$ cat config.mk
export PLATFORM = sky130hd
export DESIGN_NAME = itcm_arbiter
export DESIGN_NICKNAME = d
export VERILOG_FILES = /design/src/rtl/itcm_arbiter.sv
export SDC_FILE = /design/constraint.sdc
export NUM_CORES = 1
export LEC_CHECK = 0
export ABC_AREA = 1
export CELL_PAD_IN_SITES_DETAIL_PLACEMENT = 2
export CELL_PAD_IN_SITES_GLOBAL_PLACEMENT = 2
export CORE_AREA = 2 2 124 126
export DETAILED_ROUTE_END_ITERATION = 12
export DIE_AREA = 0 0 126 128
export PLACE_DENSITY = 0.95
export SLEW_MARGIN = 20
export SYNTH_ARGS = -nofsm -noshare
export SYNTH_HDL_FRONTEND = slang
export SYNTH_SLANG_ARGS = --single-unit
$ cat constraint.sdc
create_clock -name clk -period 3.18 [get_ports clk]
set_input_delay 0.636 -clock clk [delete_from_list [all_inputs] [get_ports clk]]
set_output_delay 0.636 -clock clk [all_outputs]
set_load 0.01 [all_outputs]
$ cat src/rtl/itcm_arbiter.sv
// Single-port ITCM arbiter: fetch vs load/store reads with starvation guard.
// Optional program-loader path (ld_* ports, DRAIN/LOAD states) enabled by ITCM_LOADER_EN.
`ifndef ADDR_WIDTH
`define ADDR_WIDTH 32
`endif
`ifndef DATA_WIDTH
`define DATA_WIDTH 32
`endif

module itcm_arbiter #(
  parameter int ADDR_WIDTH = `ADDR_WIDTH,
  parameter int DATA_WIDTH = `DATA_WIDTH,
  parameter int MAX_WAIT   = 4
) (
  input  logic                  clk,
  input  logic                  rst_n,
  input  logic                  if_req,
  input  logic [ADDR_WIDTH-1:0] if_addr,
  output logic                  if_gnt,
  output logic                  if_rvalid,
  output logic [DATA_WIDTH-1:0] if_rdata,
  input  logic                  ls_req,
  input  logic [ADDR_WIDTH-1:0] ls_addr,
  output logic                  ls_gnt,
  output logic                  ls_rvalid,
  output logic [DATA_WIDTH-1:0] ls_rdata,
`ifdef ITCM_LOADER_EN
  input  logic                  ld_mode,
  input  logic                  ld_we,
  input  logic [ADDR_WIDTH-1:0] ld_addr,
  input  logic [DATA_WIDTH-1:0] ld_wdata,
  output logic                  ld_ready,
`endif
  output logic                  mem_en,
  output logic                  mem_we,
  output logic [ADDR_WIDTH-1:0] mem_addr,
  output logic [DATA_WIDTH-1:0] mem_wdata,
  input  logic [DATA_WIDTH-1:0] mem_rdata
);

  // state | meaning
  // RUN   | fetch and load/store reads arbitrated, one grant per cycle
  // DRAIN | grants blocked while the last read response returns
  // LOAD  | program loader owns the memory port
  typedef enum logic [1:0] {RUN, DRAIN, LOAD} state_e;

  localparam int WAIT_W = (MAX_WAIT < 1) ? 1 : $clog2(MAX_WAIT + 1);
  localparam logic [WAIT_W-1:0] WAIT_MAX = WAIT_W'(MAX_WAIT);

  state_e            state_q, state_d;
  logic [WAIT_W-1:0] wait_cnt_q, wait_cnt_d;
  logic              own_if_q, own_if_d;
  logic              own_ls_q, own_ls_d;
  logic              grant_ok;
  logic              ls_wins;
  logic              cnt_hold;

`ifdef ITCM_LOADER_EN
  logic in_load;

  assign in_load  = (state_q == LOAD);
  assign ld_ready = in_load;
  // ld_mode blocks grants in the very cycle it rises so DRAIN only sees one response
  assign grant_ok = (state_q == RUN) && !ld_mode;
  assign cnt_hold = in_load;

  always_comb begin
    state_d = state_q;
    case (state_q)
      RUN:     if (ld_mode) state_d = DRAIN;
      DRAIN:   state_d = ld_mode ? LOAD : RUN;
      LOAD:    if (!ld_mode) state_d = RUN;
      default: state_d = RUN;
    endcase
  end
`else
  assign grant_ok = (state_q == RUN);
  assign cnt_hold = 1'b0;
  assign state_d  = RUN;
`endif

  assign ls_wins = ls_req && (!if_req || (wait_cnt_q >= WAIT_MAX));
  assign if_gnt  = grant_ok && if_req && !ls_wins;
  assign ls_gnt  = grant_ok && ls_wins;

  always_comb begin
    mem_en    = 1'b0;
    mem_we    = 1'b0;
    mem_addr  = '0;
    mem_wdata = '0;
    if (if_gnt) begin
      mem_en   = 1'b1;
      mem_addr = if_addr;
    end else if (ls_gnt) begin
      mem_en   = 1'b1;
      mem_addr = ls_addr;
    end
`ifdef ITCM_LOADER_EN
    else if (in_load) begin
      mem_en    = ld_we;
      mem_we    = ld_we;
      mem_addr  = ld_addr;
      mem_wdata = ld_wdata;
    end
`endif
  end

  always_comb begin
    wait_cnt_d = '0;
    if (!cnt_hold && ls_req && !ls_gnt)
      wait_cnt_d = (wait_cnt_q >= WAIT_MAX) ? WAIT_MAX : wait_cnt_q + 1'b1;
  end

  assign own_if_d = if_gnt;
  assign own_ls_d = ls_gnt;

  always_ff @(posedge clk) begin
    if (rst_n) begin
      state_q    <= RUN;
      wait_cnt_q <= '0;
      own_if_q   <= 1'b0;
      own_ls_q   <= 1'b0;
    end else begin
      state_q    <= state_d;
      wait_cnt_q <= wait_cnt_d;
      own_if_q   <= own_if_d;
      own_ls_q   <= own_ls_d;
    end
  end

  assign if_rvalid = own_if_q;
  assign ls_rvalid = own_ls_q;
  assign if_rdata  = own_if_q ? mem_rdata : '0;
  assign ls_rdata  = own_ls_q ? mem_rdata : '0;

endmodule

==> impl_metrics.csv, run 1 <==
group,metric,value,unit
outcome,status,"completed",
yosys,ys_types,13,
grt,grt_pass1_wl,12900,um
final_layout,finalNetCount,599,
yosys,syn_area_per_cell,4.82,um2
place,post-place-ws,0.121,ns
routing,routed_wl,8380,um
final_layout,layout.cells.most_common_list,"clkdlybuf4s50_1, nand2_1, inv_1",
final_layout,layout_commonest_cell,"clkdlybuf4s50_1",
yosys,synth_area_leaders,"nand2_1, inv_1, buf_4",
clock_network,cts_tree,"built",
timing,hold_violations,0,
timing,setup_tns,0,ns
place,place_hpwl,7250,um
flow_run,maxCapViolations,0,
timing,fin_ws,0.184,ns
clock_network,ctsResizeCount,0,
worst_setup_path,startpoint_type,"primary input",
clock_network,numCtsBuffers,3,
timing,setup-violations-final,0,
worst_setup_path,reg2regPathDepth,6,
hold_path,hold_depth,1,
grt,grt_pass1_vias,2500,
yosys,syn_inst,302,
routing,vias,2435,
grt,antenna_found_initial,0,
routing,wl_per_cell,12.2,um
floorplan,initial_core_util,9.80,%
power_and_ir_drop,p_leak,0.00199,uW
worst_setup_path,critPathMaxFanout,20,
worst_setup_path,cp-end-kind,"output port",
place,portBuffers,200,
final_layout,diodes,0,
timing,post-route-min-period,3.00,ns
clock_network,htreeDepth,1,
floorplan,io_pins,234,
yosys,ys_ff_latch,5,
timing,period_share,94.2,%
grt,overflow,0,
grt,grt_max_degree,35,
hold_path,hold_class,"register to register",
power_and_ir_drop,power_density,188,nW/um2
routing,avgViaCountPerCell,3.56,
place,place.gp.congestion,0.690,
grt,grt_usage,9.73,%
yosys,yosys.area.top_type,"nand2_1",
routing,antenna_left,0,
floorplan,rows,45,
clock_network,clk_pin_slew,0.03,ns
clock_network,post-cts-setup-buffer-count,0,
routing,drtIter0Drc,25,
yosys,synth_area,1460,um2
floorplan,coreArea,14900,um2
timing,hold_ws,0.457,ns
routing,drc_errors,0,
floorplan,die_area,16100,um2
timing,drv_slew,0,
yosys,yosysSeqAreaShare,6.87,%
routing,dr.pass1.iters,2,
yosys,ys_warn_count,0,
final_layout,area_delta_synth_final,148,%
timing,finClkSkew,0.00314,ns
clock_network,hold_buffers,0,
final_layout,drive_above_1_share,2.22,%
floorplan,die-height,128,um
timing,rsz0062_at_grt,"no",
worst_setup_path,cp.arrival,2.36,ns
clock_network,clk_path_buf_depth,2,
clock_network,clockRootBuffer,"clkbuf_16",
clock_network,clk_latency,0.23,ns
timing,max_freq,334,MHz
power_and_ir_drop,irDropWorstVdd,169,uV
floorplan,die_x,126,um
worst_setup_path,worstPathRequired,2.54,ns
yosys,synth_top_area_share,34.0,%
clock_network,cts.sinks,5,
worst_setup_path,critical_path_class,"primary input to output port",
-- routing by layer --
layer  GRT usage [%]  wire (um)  up-vias
met3            3.59        931        2
met1            9.67       2880     1106
met5               0          0        -
li1                -          -     1175
met4            1.16         34        0
met2            19.6       4530      152
-- through the flow --
| step | utilization [%] | total power [uW] | instance area, um2 | std cells |
|---|---|---|---|---|
| 2_1_floorplan | - | 232 | 1580 | 334 |
| 3_3_place_gp | 23.8 | 469 | 3540 | 680 |
| 3_5_place_dp | 23.8 | 479 | 3540 | 680 |
| 4_1_cts | 24.3 | 691 | 3620 | 684 |
| 5_1_grt | 24.3 | 727 | 3620 | 684 |
| 6_report | 24.3 | 679 | 3620 | 684 |
-- cell families (layout without fill, tap and decap cells) --
group                    count (synthesis)  count (layout)  synth area share (%)
AND/OR/NAND/NOR                        170             170                  46.6
buffers and inverters                  123             285                  43.4
flip-flops                               5               5                  6.87
adder cells (fa/ha/maj)                  2               2                  1.72
other                                    1              33                 0.257
AO/OA/AOI/OAI                            1               1                  1.12
-- state kept, by name, summed over array words and instances (netlist names) --
signal / count
ls_rvalid: 1
wait_cnt_q: 3
if_rvalid: 1
-- worst paths after layout --
kind                       from       endpoint  slack (ns)
hold / removal    wait_cnt_q[0]  wait_cnt_q[0]        0.46
setup / recovery         ls_req   mem_addr[24]        0.18
hold reg to reg   wait_cnt_q[0]  wait_cnt_q[0]        0.46
setup reg to reg  wait_cnt_q[2]  wait_cnt_q[0]        2.09
-- area by class of cell --
cell class | count | area, um2
clock buffer | 4 | 78.8
multi-input combinational | 206 | 845
sequential | 5 | 100
fill | 1826 | 11200
tap | 188 | 235
inverter | 74 | 278
timing repair buffer | 207 | 2080
-- worst max-delay path: stages --
cell             delay (ns)
clkdlybuf4s50_1        0.66
buf_4                  0.32
nand3_1                0.11
nand2_1                0.09
clkdlybuf4s50_1        0.54
-- Yosys cell counts, drive strengths merged --
| cell type | n |
|---|---|
| nand2 | 132 |
| inv | 74 |
| buf | 44 |
| nand3 | 32 |
| clkbuf | 5 |
| dfxtp | 5 |
| nor2 | 5 |
| ha | 2 |
| a21oi | 1 |
| conb | 1 |
| nor3 | 1 |
-- power by group --
group          leakage, uW  switching (uW)  total [uW]  internal, uW
clock network    0.0000382            39.4         205           166
registers        0.0000409           0.806        65.8          65.0
logic              0.00191             170         408           238
total              0.00199             210         679           469
No activity file was read; power rests on OpenSTA's default activity.
==> run 2: changes to the inputs <==
==> constraint.sdc (replaced) <==
create_clock -name clk -period 3.4 [get_ports clk]
set_input_delay 0.68 -clock clk [delete_from_list [all_inputs] [get_ports clk]]
set_output_delay 0.68 -clock clk [all_outputs]
set_load 0.01 [all_outputs]
==> impl_metrics.csv, run 2 (synthesized netlist as in run 1, its figures left out) <==
group,metric,value,unit
outcome,status,"completed",
grt,grt_max_degree,34,
floorplan,io_pins,234,
grt,grt_usage,9.70,%
final_layout,fillers,1803,
clock_network,clk_latency,0.23,ns
worst_setup_path,critical_path_class,"primary input to output port",
power_and_ir_drop,p_leak,0.00199,uW
worst_setup_path,startpoint_type,"primary input",
routing,antenna_left,0,
final_layout,diodes,0,
timing,finClkSkew,0.00114,ns
grt,antenna_found_initial,0,
worst_setup_path,reg2reg_to,"wait_cnt_q[2]",
clock_network,clockRootBuffer,"clkbuf_16",
worst_setup_path,cp.buffers_inverters,3,
final_layout,largest_reg_flops,3,
worst_setup_path,cp.depth,5,
timing,max_freq,330,MHz
place,portBuffers,200,
power_and_ir_drop,seqPwrFrac,9.7,%
worst_setup_path,crit_slowest_cell,"clkdlybuf4s50_1",
timing,post-route-min-period,3.03,ns
hold_path,hold_depth,1,
worst_setup_path,cp-end-kind,"output port",
grt,grt_pass1_vias,2565,
clock_network,clk_path_buf_depth,2,
power_and_ir_drop,power_density,176,nW/um2
floorplan,die_x,126,um
power_and_ir_drop,p_comb_share,59.8,%
final_layout,area_delta_synth_final,148,%
worst_setup_path,critPathMaxFanout,21,
final_layout,top_register,"wait_cnt_q",
worst_setup_path,crit_end,"mem_addr[21]",
hold_path,hold_class,"register to register",
routing,routed_wl,8230,um
final_layout,finalNetCount,599,
place,post-place-ws,0.330,ns
timing,hold_ws,0.443,ns
power_and_ir_drop,internal_power,439,uW
timing,setup_tns,0,ns
worst_setup_path,critPathMaxStageDelay,0.59,ns
flow_run,maxCapViolations,0,
clock_network,htreeDepth,1,
clock_network,post-cts-setup-buffer-count,0,
routing,dr.pass1.iters,4,
routing,wl_per_cell,12.0,um
final_layout,drive_above_1_share,2.22,%
timing,rsz0062_at_grt,"no",
clock_network,cts.sinks,5,
timing,period_share,89.1,%
power_and_ir_drop,irDropWorstVdd,121,uV
worst_setup_path,critPathLaunch,"ls_req",
worst_setup_path,cp_top_family,"buffers and inverters",
grt,grt_pass1_wl,12800,um
power_and_ir_drop,clkPwrFrac,30.5,%
worst_setup_path,worstPathRequired,2.72,ns
floorplan,rows,45,
timing,hold_violations,0,
routing,vias,2455,
floorplan,die-height,128,um
final_layout,layout.cells.most_common_list,"clkdlybuf4s50_1, nand2_1, inv_1",
worst_setup_path,crit_chain,"clkdlybuf4s50_1, buf_4, nand3_1, nand2_1, clkdlybuf4s50_1",
worst_setup_path,cp.arrival,2.35,ns
worst_setup_path,cpMostUsedCell,"clkdlybuf4s50_1",
floorplan,die_area,16100,um2
clock_network,ctsResizeCount,0,
place,place_hpwl,7100,um
clock_network,numCtsBuffers,3,
routing,drtIter0Drc,30,
clock_network,cts_tree,"built",
grt,overflow,0,
timing,setup-violations-final,0,
timing,fin_ws,0.371,ns
timing,drv_slew,0,
worst_setup_path,reg2regPathDepth,5,
power_and_ir_drop,p_sw,198,uW
floorplan,coreArea,14900,um2
final_layout,layout_commonest_cell,"clkdlybuf4s50_1",
routing,drc_errors,0,
clock_network,clk_pin_slew,0.03,ns
clock_network,hold_buffers,0,
power_and_ir_drop,switching_share,31.1,%
floorplan,initial_core_util,9.80,%
routing,avgViaCountPerCell,3.59,
worst_setup_path,r2r-start,"wait_cnt_q[2]",
worst_setup_path,r2r_setup_slack,2.44,ns
place,place.gp.congestion,0.700,
run 2: worst min-delay path by stage:
stage	slack (ns)	to	start
floorplan	0.42	wait_cnt_q[0]	wait_cnt_q[0]
global placement	0.43	wait_cnt_q[0]	wait_cnt_q[0]
detailed placement	0.45	wait_cnt_q[0]	wait_cnt_q[0]
CTS	0.45	wait_cnt_q[0]	wait_cnt_q[0]
global route	0.49	wait_cnt_q[0]	wait_cnt_q[0]
finish	0.44	wait_cnt_q[0]	wait_cnt_q[0]
run 2: per-layer routing:
| layer | part of all wire, % | global-route usage, % |
|---|---|---|
| met5 | 0 | 0 |
| met4 | 0.98 | 2.20 |
| met3 | 11 | 3.46 |
| met2 | 53 | 18.9 |
| met1 | 35 | 9.84 |
run 2: power by group through the flow:
stage	sequential [uW]	combinational, uW	clock (uW)
final	61.6	381	194
after global routing	61.8	417	202
after CTS	61.6	387	197
after detailed placement	62.4	386	0
after global placement	62.3	377	0
after floorplan	63.7	154	0
run 2: metrics by stage:
step	power, uW	cells	util, %	cell area (um2)
2_1_floorplan	217	334	-	1580
3_3_place_gp	439	680	23.8	3540
3_5_place_dp	448	680	23.8	3540
4_1_cts	646	684	24.3	3620
5_1_grt	681	684	24.3	3620
6_report	637	684	24.3	3620
run 2: area by class of cell:
class	instances	area, um2	area share [%]
inverter	74	278	7.68
tap	188	235	6.51
clock buffer	4	78.8	2.18
timing repair buffer	207	2080	57.5
sequential	5	100	2.77
multi-input combinational	206	845	23.4
